### config.mk
export PLATFORM = sky130hd
export DESIGN_NAME = mem_arbiter_flat
export DESIGN_NICKNAME = d
export VERILOG_FILES = /design/src/rtl/mem_arbiter_if.sv /design/src/rtl/mem_arbiter.sv /design/src/flat_wrapper.sv
export SDC_FILE = /design/constraint.sdc
export NUM_CORES = 1
export LEC_CHECK = 0
export BUFFER_PORTS_ARGS = -buffer_cell sky130_fd_sc_hd__buf_4
export CAP_MARGIN = 20
export CORE_MARGIN = 2
export CORE_UTILIZATION = 45
export DETAILED_ROUTE_END_ITERATION = 10
export PLACE_DENSITY = 0.83
export RECOVER_POWER = 50
export REMOVE_ABC_BUFFERS = 1
export SLEW_MARGIN = 30
export SYNTH_ARGS = -nofsm -noshare
export SYNTH_HDL_FRONTEND = slang
export SYNTH_SLANG_ARGS = --single-unit
export TNS_END_PERCENT = 5
### constraint.sdc
create_clock -name clk_in -period 5.23 [get_ports clk_in]
set_clock_uncertainty 0.1 [all_clocks]
set_input_delay 1.3075 -clock clk_in [delete_from_list [all_inputs] [get_ports clk_in]]
set_output_delay 1.3075 -clock clk_in [all_outputs]
set_load 0.05 [all_outputs]
### src/rtl/mem_arbiter_if.sv
// Requester and RAM bus bundle for mem_arbiter; per-port fields are packed port-major.
interface mem_arbiter_if #(
  parameter int N_PORTS    = 2,
  parameter int ADDR_WIDTH = 32
);
  logic [N_PORTS-1:0]            req_in;
  logic [N_PORTS-1:0]            wr_in;
  logic [2*N_PORTS-1:0]          len_in;
  logic [ADDR_WIDTH*N_PORTS-1:0] addr_in;
  logic [32*N_PORTS-1:0]         wdata_in;
  logic [N_PORTS-1:0]            grant_out;
  logic [N_PORTS-1:0]            done_out;
  logic [N_PORTS-1:0]            err_out;
  logic [31:0]                   rdata_out;
  logic [ADDR_WIDTH-1:0]         mem_a;
  logic [7:0]                    mem_dout;
  logic                          mem_wr;
  logic [7:0]                    mem_din;

  modport slave (
    input  req_in, wr_in, len_in, addr_in, wdata_in, mem_din,
    output grant_out, done_out, err_out, rdata_out, mem_a, mem_dout, mem_wr
  );

  modport master (
    output req_in, wr_in, len_in, addr_in, wdata_in, mem_din,
    input  grant_out, done_out, err_out, rdata_out, mem_a, mem_dout, mem_wr
  );
endinterface

### src/rtl/mem_arbiter.sv
// Round-robin N-port arbiter sequencing byte/half/word accesses onto an 8-bit RAM bus.
// Define MEM_ARB_MISALIGN_EN to sequence misaligned half/word accesses instead of rejecting them.
module mem_arbiter #(
  parameter int N_PORTS    = 2,
  parameter int ADDR_WIDTH = 32
) (
  input  logic         clk_in,
  input  logic         rst_in,
  input  logic         rdy_in,
  mem_arbiter_if.slave bus
);
  localparam int PTR_W = (N_PORTS > 1) ? $clog2(N_PORTS) : 1;

  typedef enum logic [1:0] {IDLE, ISSUE, DRAIN, DONE} state_t;

  state_t                state, state_nxt;
  logic [PTR_W-1:0]      rr_ptr, sel, cand;
  logic                  any_req;
  logic [N_PORTS-1:0]    grant_q;
  logic                  wr_q, err_q, issued_q;
  logic [1:0]            len_q, cnt, idx_q, last_idx;
  logic [ADDR_WIDTH-1:0] addr_q;
  logic [31:0]           wdata_q, rdata_q;
  logic                  sel_wr, reject;
  logic [1:0]            sel_len;
  logic [ADDR_WIDTH-1:0] sel_addr;
  logic [31:0]           sel_wdata;

  // First requesting port at or after rr_ptr; scanning downward lets the nearest one win.
  always_comb begin
    any_req = 1'b0;
    sel     = '0;
    cand    = '0;
    for (int i = N_PORTS - 1; i >= 0; i--) begin
      cand = PTR_W'((int'(rr_ptr) + i) % N_PORTS);
      if (bus.req_in[cand]) begin
        any_req = 1'b1;
        sel     = cand;
      end
    end
  end

  assign sel_wr    = bus.wr_in[sel];
  assign sel_len   = bus.len_in[2*int'(sel) +: 2];
  assign sel_addr  = bus.addr_in[ADDR_WIDTH*int'(sel) +: ADDR_WIDTH];
  assign sel_wdata = bus.wdata_in[32*int'(sel) +: 32];

`ifdef MEM_ARB_MISALIGN_EN
  assign reject = 1'b0;
`else
  assign reject = ((sel_len == 2'b01) && sel_addr[0]) ||
                  (sel_len[1] && (sel_addr[1:0] != 2'b00));
`endif

  always_comb begin
    case (len_q)
      2'b00:   last_idx = 2'd0;
      2'b01:   last_idx = 2'd1;
      default: last_idx = 2'd3;
    endcase
  end

  always_ff @(posedge clk_in or negedge rst_in) begin
    if (!rst_in) state <= IDLE;
    else         state <= state_nxt;
  end

  always_comb begin
    state_nxt = state;
    if (rdy_in) begin
      case (state)
        IDLE:    if (any_req) state_nxt = reject ? DONE : ISSUE;
        ISSUE:   if (cnt == last_idx) state_nxt = wr_q ? DONE : DRAIN;
        DRAIN:   state_nxt = DONE;
        DONE:    state_nxt = IDLE;
        default: state_nxt = IDLE;
      endcase
    end
  end

  always_ff @(posedge clk_in or negedge rst_in) begin
    if (!rst_in) begin
      rr_ptr   <= '0;
      grant_q  <= '0;
      wr_q     <= 1'b0;
      err_q    <= 1'b0;
      len_q    <= 2'b00;
      addr_q   <= '0;
      wdata_q  <= '0;
      cnt      <= 2'd0;
      issued_q <= 1'b0;
      idx_q    <= 2'd0;
      rdata_q  <= '0;
    end else begin
      issued_q <= rdy_in && (state == ISSUE) && !wr_q;
      idx_q    <= cnt;
      // The byte issued in the last active cycle arrives regardless of a stall starting now.
      if (issued_q) rdata_q[8*idx_q +: 8] <= bus.mem_din;
      if (rdy_in) begin
        case (state)
          IDLE: if (any_req) begin
            grant_q <= N_PORTS'(1) << sel;
            wr_q    <= sel_wr;
            len_q   <= sel_len;
            addr_q  <= sel_addr;
            wdata_q <= sel_wdata;
            err_q   <= reject;
            cnt     <= 2'd0;
            rdata_q <= '0;
            rr_ptr  <= PTR_W'((int'(sel) + 1) % N_PORTS);
          end
          ISSUE: cnt <= cnt + 2'd1;
          DONE: begin
            grant_q <= '0;
            err_q   <= 1'b0;
          end
          default: ;
        endcase
      end
    end
  end

  assign bus.grant_out = grant_q;
  assign bus.done_out  = ((state == DONE) && rdy_in && !err_q) ? grant_q : '0;
`ifdef MEM_ARB_MISALIGN_EN
  assign bus.err_out   = '0;
`else
  assign bus.err_out   = ((state == DONE) && rdy_in && err_q) ? grant_q : '0;
`endif
  assign bus.rdata_out = (state == DONE) ? rdata_q : '0;
  assign bus.mem_a     = addr_q + ADDR_WIDTH'(cnt);
  assign bus.mem_dout  = (state == ISSUE) ? wdata_q[8*cnt +: 8] : 8'h00;
  assign bus.mem_wr    = (state == ISSUE) && wr_q && rdy_in;
endmodule

### src/flat_wrapper.sv
// flat-port wrapper written by rule: the top's interface ports become plain ports
module mem_arbiter_flat 
#(
  parameter int N_PORTS    = 2,
  parameter int ADDR_WIDTH = 32
)
  (clk_in, rst_in, rdy_in, bus_req_in, bus_wr_in, bus_len_in, bus_addr_in, bus_wdata_in, bus_mem_din, bus_grant_out, bus_done_out, bus_err_out, bus_rdata_out, bus_mem_a, bus_mem_dout, bus_mem_wr);
  mem_arbiter_if #(.N_PORTS(N_PORTS), .ADDR_WIDTH(ADDR_WIDTH)) bus_i ();
  input  logic clk_in;
  input  logic rst_in;
  input  logic rdy_in;
  input wire logic [$bits(bus_i.req_in)-1:0] bus_req_in;
  input wire logic [$bits(bus_i.wr_in)-1:0] bus_wr_in;
  input wire logic [$bits(bus_i.len_in)-1:0] bus_len_in;
  input wire logic [$bits(bus_i.addr_in)-1:0] bus_addr_in;
  input wire logic [$bits(bus_i.wdata_in)-1:0] bus_wdata_in;
  input wire logic [$bits(bus_i.mem_din)-1:0] bus_mem_din;
  output wire logic [$bits(bus_i.grant_out)-1:0] bus_grant_out;
  output wire logic [$bits(bus_i.done_out)-1:0] bus_done_out;
  output wire logic [$bits(bus_i.err_out)-1:0] bus_err_out;
  output wire logic [$bits(bus_i.rdata_out)-1:0] bus_rdata_out;
  output wire logic [$bits(bus_i.mem_a)-1:0] bus_mem_a;
  output wire logic [$bits(bus_i.mem_dout)-1:0] bus_mem_dout;
  output wire logic [$bits(bus_i.mem_wr)-1:0] bus_mem_wr;
  assign bus_i.req_in = bus_req_in;
  assign bus_i.wr_in = bus_wr_in;
  assign bus_i.len_in = bus_len_in;
  assign bus_i.addr_in = bus_addr_in;
  assign bus_i.wdata_in = bus_wdata_in;
  assign bus_i.mem_din = bus_mem_din;
  assign bus_grant_out = bus_i.grant_out;
  assign bus_done_out = bus_i.done_out;
  assign bus_err_out = bus_i.err_out;
  assign bus_rdata_out = bus_i.rdata_out;
  assign bus_mem_a = bus_i.mem_a;
  assign bus_mem_dout = bus_i.mem_dout;
  assign bus_mem_wr = bus_i.mem_wr;
  mem_arbiter #(.N_PORTS(N_PORTS), .ADDR_WIDTH(ADDR_WIDTH)) u_core (.clk_in(clk_in), .rst_in(rst_in), .rdy_in(rdy_in), .bus(bus_i));
endmodule
==> results of run 1 <==
-- cell type report --
type,count,area share
Tap cell,180,0.02694
Inverter,12,0.005388
Timing Repair Buffer,233,0.2109
Clock buffer,9,0.02694
Clock inverter,7,0.01527
Multi-Input combinational cell,474,0.3853
Sequential cell,110,0.3293
-- path summary, 6_finish.rpt --
check,start,end,slack [ps],depth (start not counted)
setup / recovery,u_core.cnt[1],bus_mem_a[28],840,7
hold / removal,u_core.wdata_q[16],u_core.wdata_q[16],380,2
setup reg to reg,u_core.rr_ptr,u_core.addr_q[11],2070,5
hold reg to reg,u_core.wdata_q[16],u_core.wdata_q[16],380,2
max in group asynchronous,rst_in,u_core.addr_q[3],1710,2
min in group asynchronous,rst_in,u_core.wr_q,1490,1
-- cells by family (layout without fill, tap and decap cells) --
kind of cell / after synthesis / after routing
mux: 75 / 75
flops: 110 / 110
simple gates: 236 / 236
buf+inv: 53 / 261
xor+xnor: 31 / 31
fa+ha+maj: 12 / 12
compound gates: 120 / 120
-- metal layers --
metal | global-route usage | routed length [um] | up-vias
li1 | - | - | 2629
met1 | 0.2789 | 6656 | 2513
met2 | 0.3697 | 7897 | 191
met3 | 0.06133 | 1272 | 23
met4 | 0.06537 | 277 | 0
met5 | 0 | 0 | -
-- registers in the layout, indices dropped and copies added (netlist names) --
| register | count |
|---|---|
| u_core.bus.grant_out | 2 |
| u_core.cnt | 2 |
| u_core.addr_q | 32 |
| u_core.idx_q | 2 |
| u_core.rr_ptr | 1 |
| u_core.state | 2 |
| u_core.wr_q | 1 |
| u_core.rdata_q | 32 |
| u_core.issued_q | 1 |
| u_core.err_q | 1 |
| u_core.wdata_q | 32 |
| u_core.len_q | 2 |
-- synthesized netlist by cell type, types with 2 or more instances --
master,n,area [um2]
sky130_fd_sc_hd__a21oi_1,3,15.01
sky130_fd_sc_hd__a22oi_1,32,240.2
sky130_fd_sc_hd__a2bb2oi_1,2,17.52
sky130_fd_sc_hd__and2_1,44,275.3
sky130_fd_sc_hd__and3_1,6,37.54
sky130_fd_sc_hd__and4_1,4,35.03
sky130_fd_sc_hd__buf_2,7,35.03
sky130_fd_sc_hd__buf_4,7,52.55
sky130_fd_sc_hd__buf_6,2,22.52
sky130_fd_sc_hd__clkbuf_1,23,86.33
sky130_fd_sc_hd__dfrtp_1,110,2753
sky130_fd_sc_hd__ha_1,11,137.6
sky130_fd_sc_hd__inv_1,12,45.04
sky130_fd_sc_hd__mux2i_1,67,670.6
sky130_fd_sc_hd__mux4_1,2,52.55
sky130_fd_sc_hd__mux4_2,6,135.1
sky130_fd_sc_hd__nand2_1,85,319.1
sky130_fd_sc_hd__nand2b_1,4,25.02
sky130_fd_sc_hd__nand3_1,10,50.05
sky130_fd_sc_hd__nand4_1,14,87.58
sky130_fd_sc_hd__nor2_1,49,183.9
sky130_fd_sc_hd__nor2b_1,4,25.02
sky130_fd_sc_hd__nor3_1,3,15.01
sky130_fd_sc_hd__nor4_4,2,42.54
sky130_fd_sc_hd__o21ai_0,73,365.4
sky130_fd_sc_hd__xnor2_1,25,219.0
sky130_fd_sc_hd__xor2_1,6,52.55
-- power by group through the flow --
stage	clock [mW]	combinational, mW	sequential, mW
global placement	0	1.89	1.43
global route	0.845	2.10	1.48
floorplan	0	1.37	1.40
detailed placement	0	1.95	1.44
finish	0.794	1.93	1.43
CTS	0.811	1.95	1.43
-- through the flow --
step	utilization	worst slack (ps)	hold WS, ps	instance area [um2]
2_1_floorplan	-	553.5	330.4	6032
3_3_place_gp	0.5840	1219	354.9	8013
3_5_place_dp	0.5866	1209	362.8	8048
4_1_cts	0.6123	821.7	379.8	8401
5_1_grt	0.6093	583.6	403.2	8359
6_report	0.6093	836.5	380.3	8359
-- worst max-delay path: stages, from the launching register on --
cell                      delay (ps)
sky130_fd_sc_hd__dfrtp_1         750
sky130_fd_sc_hd__inv_1           170
sky130_fd_sc_hd__fa_1            470
sky130_fd_sc_hd__and4b_1         330
sky130_fd_sc_hd__and2_1          350
sky130_fd_sc_hd__nand4_1         160
sky130_fd_sc_hd__xnor2_1         190
sky130_fd_sc_hd__buf_4           220
==> impl_metrics.sql, run 1 <==
INSERT INTO impl_metrics (metric_group, metric, value, unit) VALUES
('hold_path', 'min-delay-path-class', 'register to register', ''),
('sta', 'worst-slew-pin-transition', '2144', 'ps'),
('critical_path', 'worst_ep_arrival_time', '2990', 'ps'),
('critical_path', 'crit_path_max_fanout', '15', ''),
('power_and_ir_drop', 'total_power', '4.154', 'mW'),
('sta', 'fin_crit_sh', '0.8400', ''),
('synth', 'top_flip_flop_cell_by_instance_count_after_synthesis', 'sky130_fd_sc_hd__dfrtp_1', ''),
('place', 'gp_routability_congestion', '0.7975', ''),
('drt', 'routedWlPerCell', '15.71', 'um'),
('final_layout', 'layout_commonest_cell', 'sky130_fd_sc_hd__buf_4', ''),
('synth', 'synth_simple_gate_area_frac', '0.1932', ''),
('sta', 'drv_slew', '83', ''),
('synth', 'largest_family_of_logic_cells_by_synthesized_area', 'simple AND/OR/NAND/NOR gates', ''),
('final_layout', 'area_growth_syn_to_layout', '34.02', '%'),
('synth', 'fraction_of_the_mapped_netlist_area_in_compound_gates', '0.1190', ''),
('grt', 'grt_pass1_wl', '25830', 'um'),
('final_layout', 'final_cell_mix', 'sky130_fd_sc_hd__buf_4, sky130_fd_sc_hd__dfrtp_1, sky130_fd_sc_hd__nand2_1, sky130_fd_sc_hd__o21ai_0, sky130_fd_sc_hd__mux2i_1', ''),
('floorplan', 'dieWidth', '121.7', 'um'),
('sta', 'fin_setup_tns', '0', 'ps'),
('clock_network', 'cts-htree-levels', '3', ''),
('power_and_ir_drop', 'power.switching_fraction', '0.4343', ''),
('power_and_ir_drop', 'power_density_normalized_to_cell_area', '496.9', 'nW/um2'),
('drt', 'dr.pass1.iters', '5', ''),
('floorplan', 'floorplan.die_area', '14820', 'um2'),
('grt', 'grt_max_degree', '97', ''),
('clock_network', 'clock-sinks', '110', ''),
('clock_network', 'tritoncts', 'done', ''),
('final_layout', 'multi_input_area', '3221', 'um2'),
('critical_path', 'worst-endpoint-required', '3820', 'ps'),
('synth', 'synth_async_sr_flop_share', '1.000', ''),
('critical_path', 'criticalPathCategory', 'register to output pin', ''),
('outcome', 'run_status', 'finished, violations left', ''),
('drt', 'via_per_inst', '5.225', ''),
('final_layout', 'final_net_count', '999', ''),
('synth', 'netlist_instances', '637', ''),
('floorplan', 'core_area', '13720', 'um2'),
('critical_path', 'cp-start-kind', 'register', ''),
('final_layout', 'n_fill_cell', '1175', ''),
('synth', 'synthesis.area', '6237', 'um2'),
('sta', 'setup_violations', '0', ''),
('place', 'hpwlAfterDp', '12030', 'um'),
('outcome', 'failed_checks', 'capacitance limit, slew limit', ''),
('synth', 'yosysSeqAreaShare', '0.4413', ''),
('grt', 'first_global_vias', '5339', ''),
('critical_path', 'cp-end-kind', 'output pin', ''),
('synth', 'yosys.cell_types.count', '51', ''),
('sta', 'final_period_minus_worst_setup_slack', '4393', 'ps'),
('grt', 'global_route.usage.total', '0.2203', ''),
('clock_network', 'worst_skew_pair.late_latency', '340', 'ps'),
('final_layout', 'insertedDiodeCount', '0', ''),
('sta', 'fmax', '227.6', 'MHz'),
('synth', 'synth.avg_cell_area', '9.792', 'um2'),
('power_and_ir_drop', 'power.share.clock', '0.191', ''),
('power_and_ir_drop', 'seq_power_share', '0.345', ''),
('grt', 'grt_overflow', '0', ''),
('synth', 'synth_xor_xnor_area_share', '0.04353', ''),
('floorplan', 'starting_density_of_the_core', '0.4546', ''),
('final_layout', 'register_area', '2753', 'um2'),
('sta', 'timing.slew.headroom', '-0.4291', ''),
('clock_network', 'clk_root_buffer_cell', 'sky130_fd_sc_hd__clkbuf_16', ''),
('clock_network', 'cts-root-to-sink-buffers', '2', ''),
('clock_network', 'cts_resized', '0', ''),
('synth', 'count_of_flip_flops_with_a_built_in_enable_after_synthesis', '0', ''),
('synth', 'synthAdderAreaFrac', '0.02528', ''),
('power_and_ir_drop', 'internal_power', '2.350', 'mW'),
('drt', 'via_count', '5356', ''),
('clock_network', 'post_cts_hold_buffer_count', '0', ''),
('clock_network', 'cts_setup_buffers', '0', ''),
('synth', 'ys_seq_elements', '110', ''),
('job', 'maxCapViolations', '3', ''),
('power_and_ir_drop', 'comb_power_share', '0.464', '');
(Power assumes the default switching activity.)
==> run 2: changes to the inputs <==
Settings changed: PLACE_DENSITY 0.83 to 0.86.
Clock period 5.23 ns to 3.9 ns, I/O delays scaled along.
==> run 2 against run 1 <==
The run still ends with capacitance limit, slew limit left. Final cell count about the same. Sequential share of layout area up 0.27 points. Hold slack worse by 2.7 ps. Non-clock buffer count up 1. Total power rose by 31%. Routed wire length is 1.3% lower. Register-to-register slack got worse by 1300 ps.
==> impl_metrics.sql, run 2 (synthesis gave the netlist of run 1 again) <==
INSERT INTO impl_metrics (metric_group, metric, value, unit) VALUES
('sta', 'worst_hold_slack', '377.6', 'ps'),
('clock_network', 'cts-htree-levels', '3', ''),
('outcome', 'run_status', 'finished, violations left', ''),
('sta', 'setup_violations', '0', ''),
('drt', 'routedWlPerCell', '15.49', 'um'),
('job', 'maxCapViolations', '2', ''),
('sta', 'rsz0062_at_grt', 'no', ''),
('power_and_ir_drop', 'total_power', '5.439', 'mW'),
('drt', 'drt_wl_total', '15890', 'um'),
('place', 'gp_routability_congestion', '0.8294', ''),
('grt', 'grt_max_degree', '126', ''),
('floorplan', 'dieHeight', '121.7', 'um'),
('critical_path', 'worst-endpoint-required', '2820', 'ps'),
('hold_path', 'min-delay-path-class', 'register to register', ''),
('clock_network', 'clk_root_buffer_cell', 'sky130_fd_sc_hd__clkbuf_16', ''),
('sta', 'worst-slew-pin-transition', '1985', 'ps'),
('clock_network', 'cts_setup_buffers', '0', ''),
('floorplan', 'floorplan.die_area', '14820', 'um2'),
('clock_network', 'cts_made_buffers', '9', ''),
('grt', 'global_route.usage.total', '0.2184', ''),
('critical_path', 'cp-start-kind', 'register', ''),
('critical_path', 'worst_ep_arrival_time', '2620', 'ps'),
('grt', 'grt_pass1_wl', '25480', 'um'),
('place', 'placedCellCount', '1010', ''),
('sta', 'timing.slew.headroom', '-0.3236', ''),
('sta', 'fmax', '270.7', 'MHz'),
('clock_network', 'post_cts_hold_buffer_count', '0', ''),
('final_layout', 'area_growth_syn_to_layout', '32.92', '%'),
('final_layout', 'largestRegisters', 'u_core.addr_q x32, u_core.rdata_q x32, u_core.wdata_q x32', ''),
('grt', 'grt_overflow', '0', ''),
('drt', 'dr.pass1.iters', '5', ''),
('final_layout', 'insertedDiodeCount', '0', ''),
('sta', 'timing.final.hold_violations', '0', ''),
('power_and_ir_drop', 'power.ir.vdd_worst', '0.0004762', 'V'),
('critical_path', 'crit_path_max_fanout', '8', ''),
('power_and_ir_drop', 'power.leakage', '4.226', 'nW'),
('grt', 'first_global_vias', '5168', ''),
('sta', 'final_period_minus_worst_setup_slack', '3694', 'ps'),
('outcome', 'failed_checks', 'capacitance limit, slew limit', ''),
('floorplan', 'floorplan.rows', '43', ''),
('critical_path', 'cp-end-kind', 'output pin', ''),
('final_layout', 'post-route-util', '0.6043', ''),
('sta', 'drv_slew', '151', ''),
('clock_network', 'tritoncts', 'done', ''),
('final_layout', 'layoutNonFillerInstCount', '1026', ''),
('floorplan', 'core_area', '13720', 'um2'),
('floorplan', 'dieWidth', '121.7', 'um'),
('floorplan', 'io_pins', '226', ''),
('clock_network', 'cts_resized', '0', ''),
('place', 'hpwlAfterDp', '11930', 'um'),
('power_and_ir_drop', 'power_density_normalized_to_cell_area', '656.0', 'nW/um2'),
('final_layout', 'drive_gt1_frac', '0.3050', ''),
('drt', 'detail-route-antenna-nets', '0', ''),
('clock_network', 'clock-sinks', '110', ''),
('clock_network', 'worst_skew_pair.late_latency', '340', 'ps'),
('place', 'portBuffers', '225', ''),
('final_layout', 'layout_commonest_cell', 'sky130_fd_sc_hd__buf_4', ''),
('drt', 'post-route-drc-count', '0', ''),
('critical_path', 'criticalPathCategory', 'register to output pin', ''),
('grt', 'grt_antenna_before_repair', '0', ''),
('clock_network', 'clk_pin_slew', '70', 'ps'),
('final_layout', 'final_net_count', '1000', ''),
('drt', 'via_per_inst', '5.256', ''),
('final_layout', 'final_cell_mix', 'sky130_fd_sc_hd__buf_4, sky130_fd_sc_hd__dfrtp_1, sky130_fd_sc_hd__nand2_1, sky130_fd_sc_hd__o21ai_0, sky130_fd_sc_hd__mux2i_1', ''),
('drt', 'via_count', '5393', ''),
('floorplan', 'starting_density_of_the_core', '0.4546', ''),
('drt', 'dr.first_iter.drc_count', '394', ''),
('sta', 'fin_crit_sh', '0.9471', ''),
('clock_network', 'cts-root-to-sink-buffers', '2', '');
run 2: per-layer routing:
layer  wire [um]  global-route usage
met4         251             0.07759
met3        1058             0.04448
met5           0                   0
met1        6725              0.2821
met2        7858              0.3659
run 2: power breakdown:
group          switching (mW)  leakage [nW]  internal (mW)  total, mW
clock network           0.399         0.144          0.517      0.916
logic                    1.67          2.66          0.962       2.63
registers               0.352          1.42           1.54       1.89
total                    2.42          4.23           3.02       5.44
run 2: per-stage QoR:
step           TNS [ps]  area (um2)  setup WS, ps
3_5_place_dp          0        8068         579.3
4_1_cts               0        8362         183.3
3_3_place_gp          0        8068         659.7
2_1_floorplan    -30550        6032        -444.0
6_report              0        8290         206.4
5_1_grt               0        8290        0.7792
run 2: worst paths after layout:
path	startpoint	to	slack, ps	cells past startpoint
min	u_core.wdata_q[23]	u_core.wdata_q[23]	380	2
max	u_core.addr_q[0]	bus_mem_a[26]	210	8
max in group asynchronous	rst_in	u_core.addr_q[27]	860	2
max reg2reg	u_core.state[0]	u_core.addr_q[14]	730	5
min reg2reg	u_core.wdata_q[23]	u_core.wdata_q[23]	380	2
min in group asynchronous	rst_in	u_core.rdata_q[30]	810	1
run 2: critical path, stage by stage, from the launching register on:
cell and delay (ps):
sky130_fd_sc_hd__dfrtp_1 360, sky130_fd_sc_hd__ha_1 180, sky130_fd_sc_hd__inv_1 60, sky130_fd_sc_hd__fa_1 430, sky130_fd_sc_hd__and4b_1 320, sky130_fd_sc_hd__and2_1 350
sky130_fd_sc_hd__nand4_1 160, sky130_fd_sc_hd__xnor2_1 210, sky130_fd_sc_hd__buf_4 230
run 2: cell type report:
type	count	area (um2)
fillers	1183	5429
multi-input cells	474	3234
flip-flops and latches	110	2753
repair buffers	234	1739
clock buffers	13	250.2
well taps	180	225.2
inverters	12	45.04
clock inverters	3	43.79
==> run 3: changes to the inputs <==
Settings changed: MAX_ROUTING_LAYER set to met4, PLACE_DENSITY 0.86 to 0.73.
==> run 3 against run 2 <==
Sequential power hardly changed. Count of clock-buffer cells in the layout stayed put. First-iteration DRC count is 9.6% lower. Setup slack better by 37 ps. Largest cell class unchanged. Via count is 1.4% lower. Critical path type unchanged. Clock power is 6.8% lower. Non-clock buffer count is 3 higher. The run still ends with capacitance limit, slew limit left. Routed wire length is 1.5% lower. Fmax is 1.0% higher.
==> impl_metrics.sql, run 3 (synthesis gave the netlist of run 1 again) <==
INSERT INTO impl_metrics (metric_group, metric, value, unit) VALUES
('drt', 'via_per_inst', '5.168', ''),
('floorplan', 'starting_density_of_the_core', '0.4546', ''),
('floorplan', 'floorplan.die_area', '14820', 'um2'),
('critical_path', 'r2r_cells', '6', ''),
('drt', 'detail-route-antenna-nets', '0', ''),
('clock_network', 'post_cts_hold_buffer_count', '0', ''),
('sta', 'fin_crit_sh', '0.9375', ''),
('grt', 'first_global_vias', '5151', ''),
('place', 'placed_instance_area', '8078', 'um2'),
('hold_path', 'min-delay-path-class', 'register to register', ''),
('critical_path', 'criticalPathCategory', 'register to output pin', ''),
('clock_network', 'cts_resized', '0', ''),
('final_layout', 'post-route-util', '0.6051', ''),
('critical_path', 'worst_ep_arrival_time', '2580', 'ps'),
('critical_path', 'worst-endpoint-required', '2820', 'ps'),
('clock_network', 'clk_root_buffer_cell', 'sky130_fd_sc_hd__clkbuf_16', ''),
('grt', 'global_route.usage.total', '0.2147', ''),
('clock_network', 'tritoncts', 'done', ''),
('floorplan', 'dieHeight', '121.7', 'um'),
('sta', 'rsz0062_at_grt', 'no', ''),
('outcome', 'run_status', 'finished, violations left', ''),
('sta', 'timing.slew.headroom', '-0.3860', ''),
('floorplan', 'core_area', '13720', 'um2'),
('clock_network', 'cts-htree-levels', '3', ''),
('place', 'portBuffers', '225', ''),
('place', 'detailedPlace.worstSlack', '580.0', 'ps'),
('floorplan', 'floorplan.rows', '43', ''),
('final_layout', 'post-route-cell-area', '8302', 'um2'),
('clock_network', 'clock-sinks', '110', ''),
('clock_network', 'clk_pin_slew', '70', 'ps'),
('floorplan', 'io_pins', '226', ''),
('drt', 'drt_wl_total', '15660', 'um'),
('drt', 'via_count', '5318', ''),
('outcome', 'failed_checks', 'capacitance limit, slew limit', ''),
('grt', 'grt_max_degree', '136', ''),
('grt', 'grt_antenna_before_repair', '0', ''),
('final_layout', 'drive_gt1_frac', '0.3062', ''),
('sta', 'timing.final.hold_violations', '0', ''),
('final_layout', 'largestRegisters', 'u_core.addr_q x32, u_core.rdata_q x32, u_core.wdata_q x32', ''),
('sta', 'worst-slew-pin-transition', '2079', 'ps'),
('power_and_ir_drop', 'power_density_normalized_to_cell_area', '646.7', 'nW/um2'),
('sta', 'fmax', '273.5', 'MHz'),
('final_layout', 'insertedDiodeCount', '0', ''),
('sta', 'setup_ws', '243.7', 'ps'),
('place', 'gp_routability_congestion', '0.8436', ''),
('grt', 'grt_pass1_wl', '24460', 'um'),
('critical_path', 'cp-start-kind', 'register', ''),
('power_and_ir_drop', 'power.leakage', '4.242', 'nW'),
('hold_path', 'min_path_cells', '2', ''),
('final_layout', 'final_cell_mix', 'sky130_fd_sc_hd__buf_4, sky130_fd_sc_hd__dfrtp_1, sky130_fd_sc_hd__nand2_1, sky130_fd_sc_hd__o21ai_0, sky130_fd_sc_hd__mux2i_1', ''),
('sta', 'setup_violations', '0', ''),
('place', 'hpwlAfterDp', '11960', 'um'),
('drt', 'post-route-drc-count', '0', ''),
('critical_path', 'cp_cell_sequence', 'ha_1, inv_1, fa_1, and4b_1, and2_1, nand4_1, xnor2_1, buf_4', ''),
('grt', 'grt_overflow', '0', ''),
('critical_path', 'crit_path_max_fanout', '8', ''),
('clock_network', 'worst_skew_pair.late_latency', '330', 'ps'),
('final_layout', 'area_growth_syn_to_layout', '33.10', '%'),
('final_layout', 'final_net_count', '1003', ''),
('critical_path', 'cp-end-kind', 'output pin', ''),
('critical_path', 'crit_path_top_delay_cell', 'sky130_fd_sc_hd__fa_1', ''),
('drt', 'dr.first_iter.drc_count', '356', ''),
('final_layout', 'layout_commonest_cell', 'sky130_fd_sc_hd__buf_4', ''),
('sta', 'drv_slew', '38', ''),
('critical_path', 'ff2ff_setup_slack', '1340', 'ps'),
('job', 'maxCapViolations', '1', ''),
('clock_network', 'cts_made_buffers', '9', ''),
('sta', 'final_period_minus_worst_setup_slack', '3656', 'ps'),
('clock_network', 'cts_setup_buffers', '0', ''),
('drt', 'dr.pass1.iters', '5', ''),
('clock_network', 'cts-root-to-sink-buffers', '2', ''),
('power_and_ir_drop', 'power.ir.vdd_worst', '0.0004924', 'V'),
('drt', 'routedWlPerCell', '15.21', 'um'),
('critical_path', 'max_incr_delay_on_cp', '410', 'ps'),
('floorplan', 'dieWidth', '121.7', 'um');
run 3: changes by cell type in the layout (fill, tap and decap cells not counted), moves of 2 or more:
cell,change
sky130_fd_sc_hd__buf_4,+6
sky130_fd_sc_hd__nor4_1,+2
sky130_fd_sc_hd__clkbuf_2,-3
sky130_fd_sc_hd__clkbuf_1,-2
run 3: power breakdown:
group          internal (mW)  switching, mW  total, mW
sequential              1.54          0.350       1.89
combinational          0.970           1.65       2.62
clock                  0.468          0.386      0.854
total                   2.98           2.39       5.37
run 3: area by class of cell:
class,count,area [um2]
fill,1186,5418
sequential,110,2753
clock inverter,3,18.77
multi-input combinational,474,3214
inverter,12,45.04
tap,180,225.2
timing repair buffer,237,1785
clock buffer,13,260.3
run 3: final timing paths:
| kind | to | startpoint |
|---|---|---|
| hold reg to reg | u_core.wdata_q[19] | u_core.wdata_q[19] |
| setup reg to reg | u_core.rdata_q[23] | u_core.idx_q[0] |
| max in group asynchronous | u_core.addr_q[5] | rst_in |
| setup / recovery | bus_mem_a[28] | u_core.addr_q[0] |
| hold / removal | u_core.wdata_q[19] | u_core.wdata_q[19] |
| min in group asynchronous | u_core.rdata_q[31] | rst_in |
run 3: worst max-delay path: cells and delay by family, from the launching register on:
| kind | cells | cell delay, ps |
|---|---|---|
| flops | 1 | 350 |
| fa+ha+maj | 2 | 590 |
| xor+xnor | 1 | 220 |
| buf+inv | 2 | 300 |
| simple gates | 3 | 800 |
run 3: per-layer routing:
layer / share of wire / up-vias / wire length (um) / GRT usage
met5: 0 / - / 0 / -
met4: 0.019 / 0 / 292 / 0.07328
met3: 0.050 / 18 / 789 / 0.02949
met2: 0.50 / 166 / 7845 / 0.3571
met1: 0.43 / 2497 / 6729 / 0.2716
li1: - / 2637 / - / -
run 3: stage by stage:
| stage | setup TNS, ps | hold slack (ps) | std cells | power [mW] |
|---|---|---|---|---|
| 5_1_grt | 0 | 401.7 | 1029 | 5.718 |
| 2_1_floorplan | -30550 | 330.4 | 596 | 3.707 |
| 6_report | 0 | 378.1 | 1029 | 5.368 |
| 4_1_cts | 0 | 383.1 | 1029 | 5.444 |
| 3_3_place_gp | 0 | 354.5 | 1013 | 4.486 |
| 3_5_place_dp | 0 | 367.3 | 1013 | 4.580 |
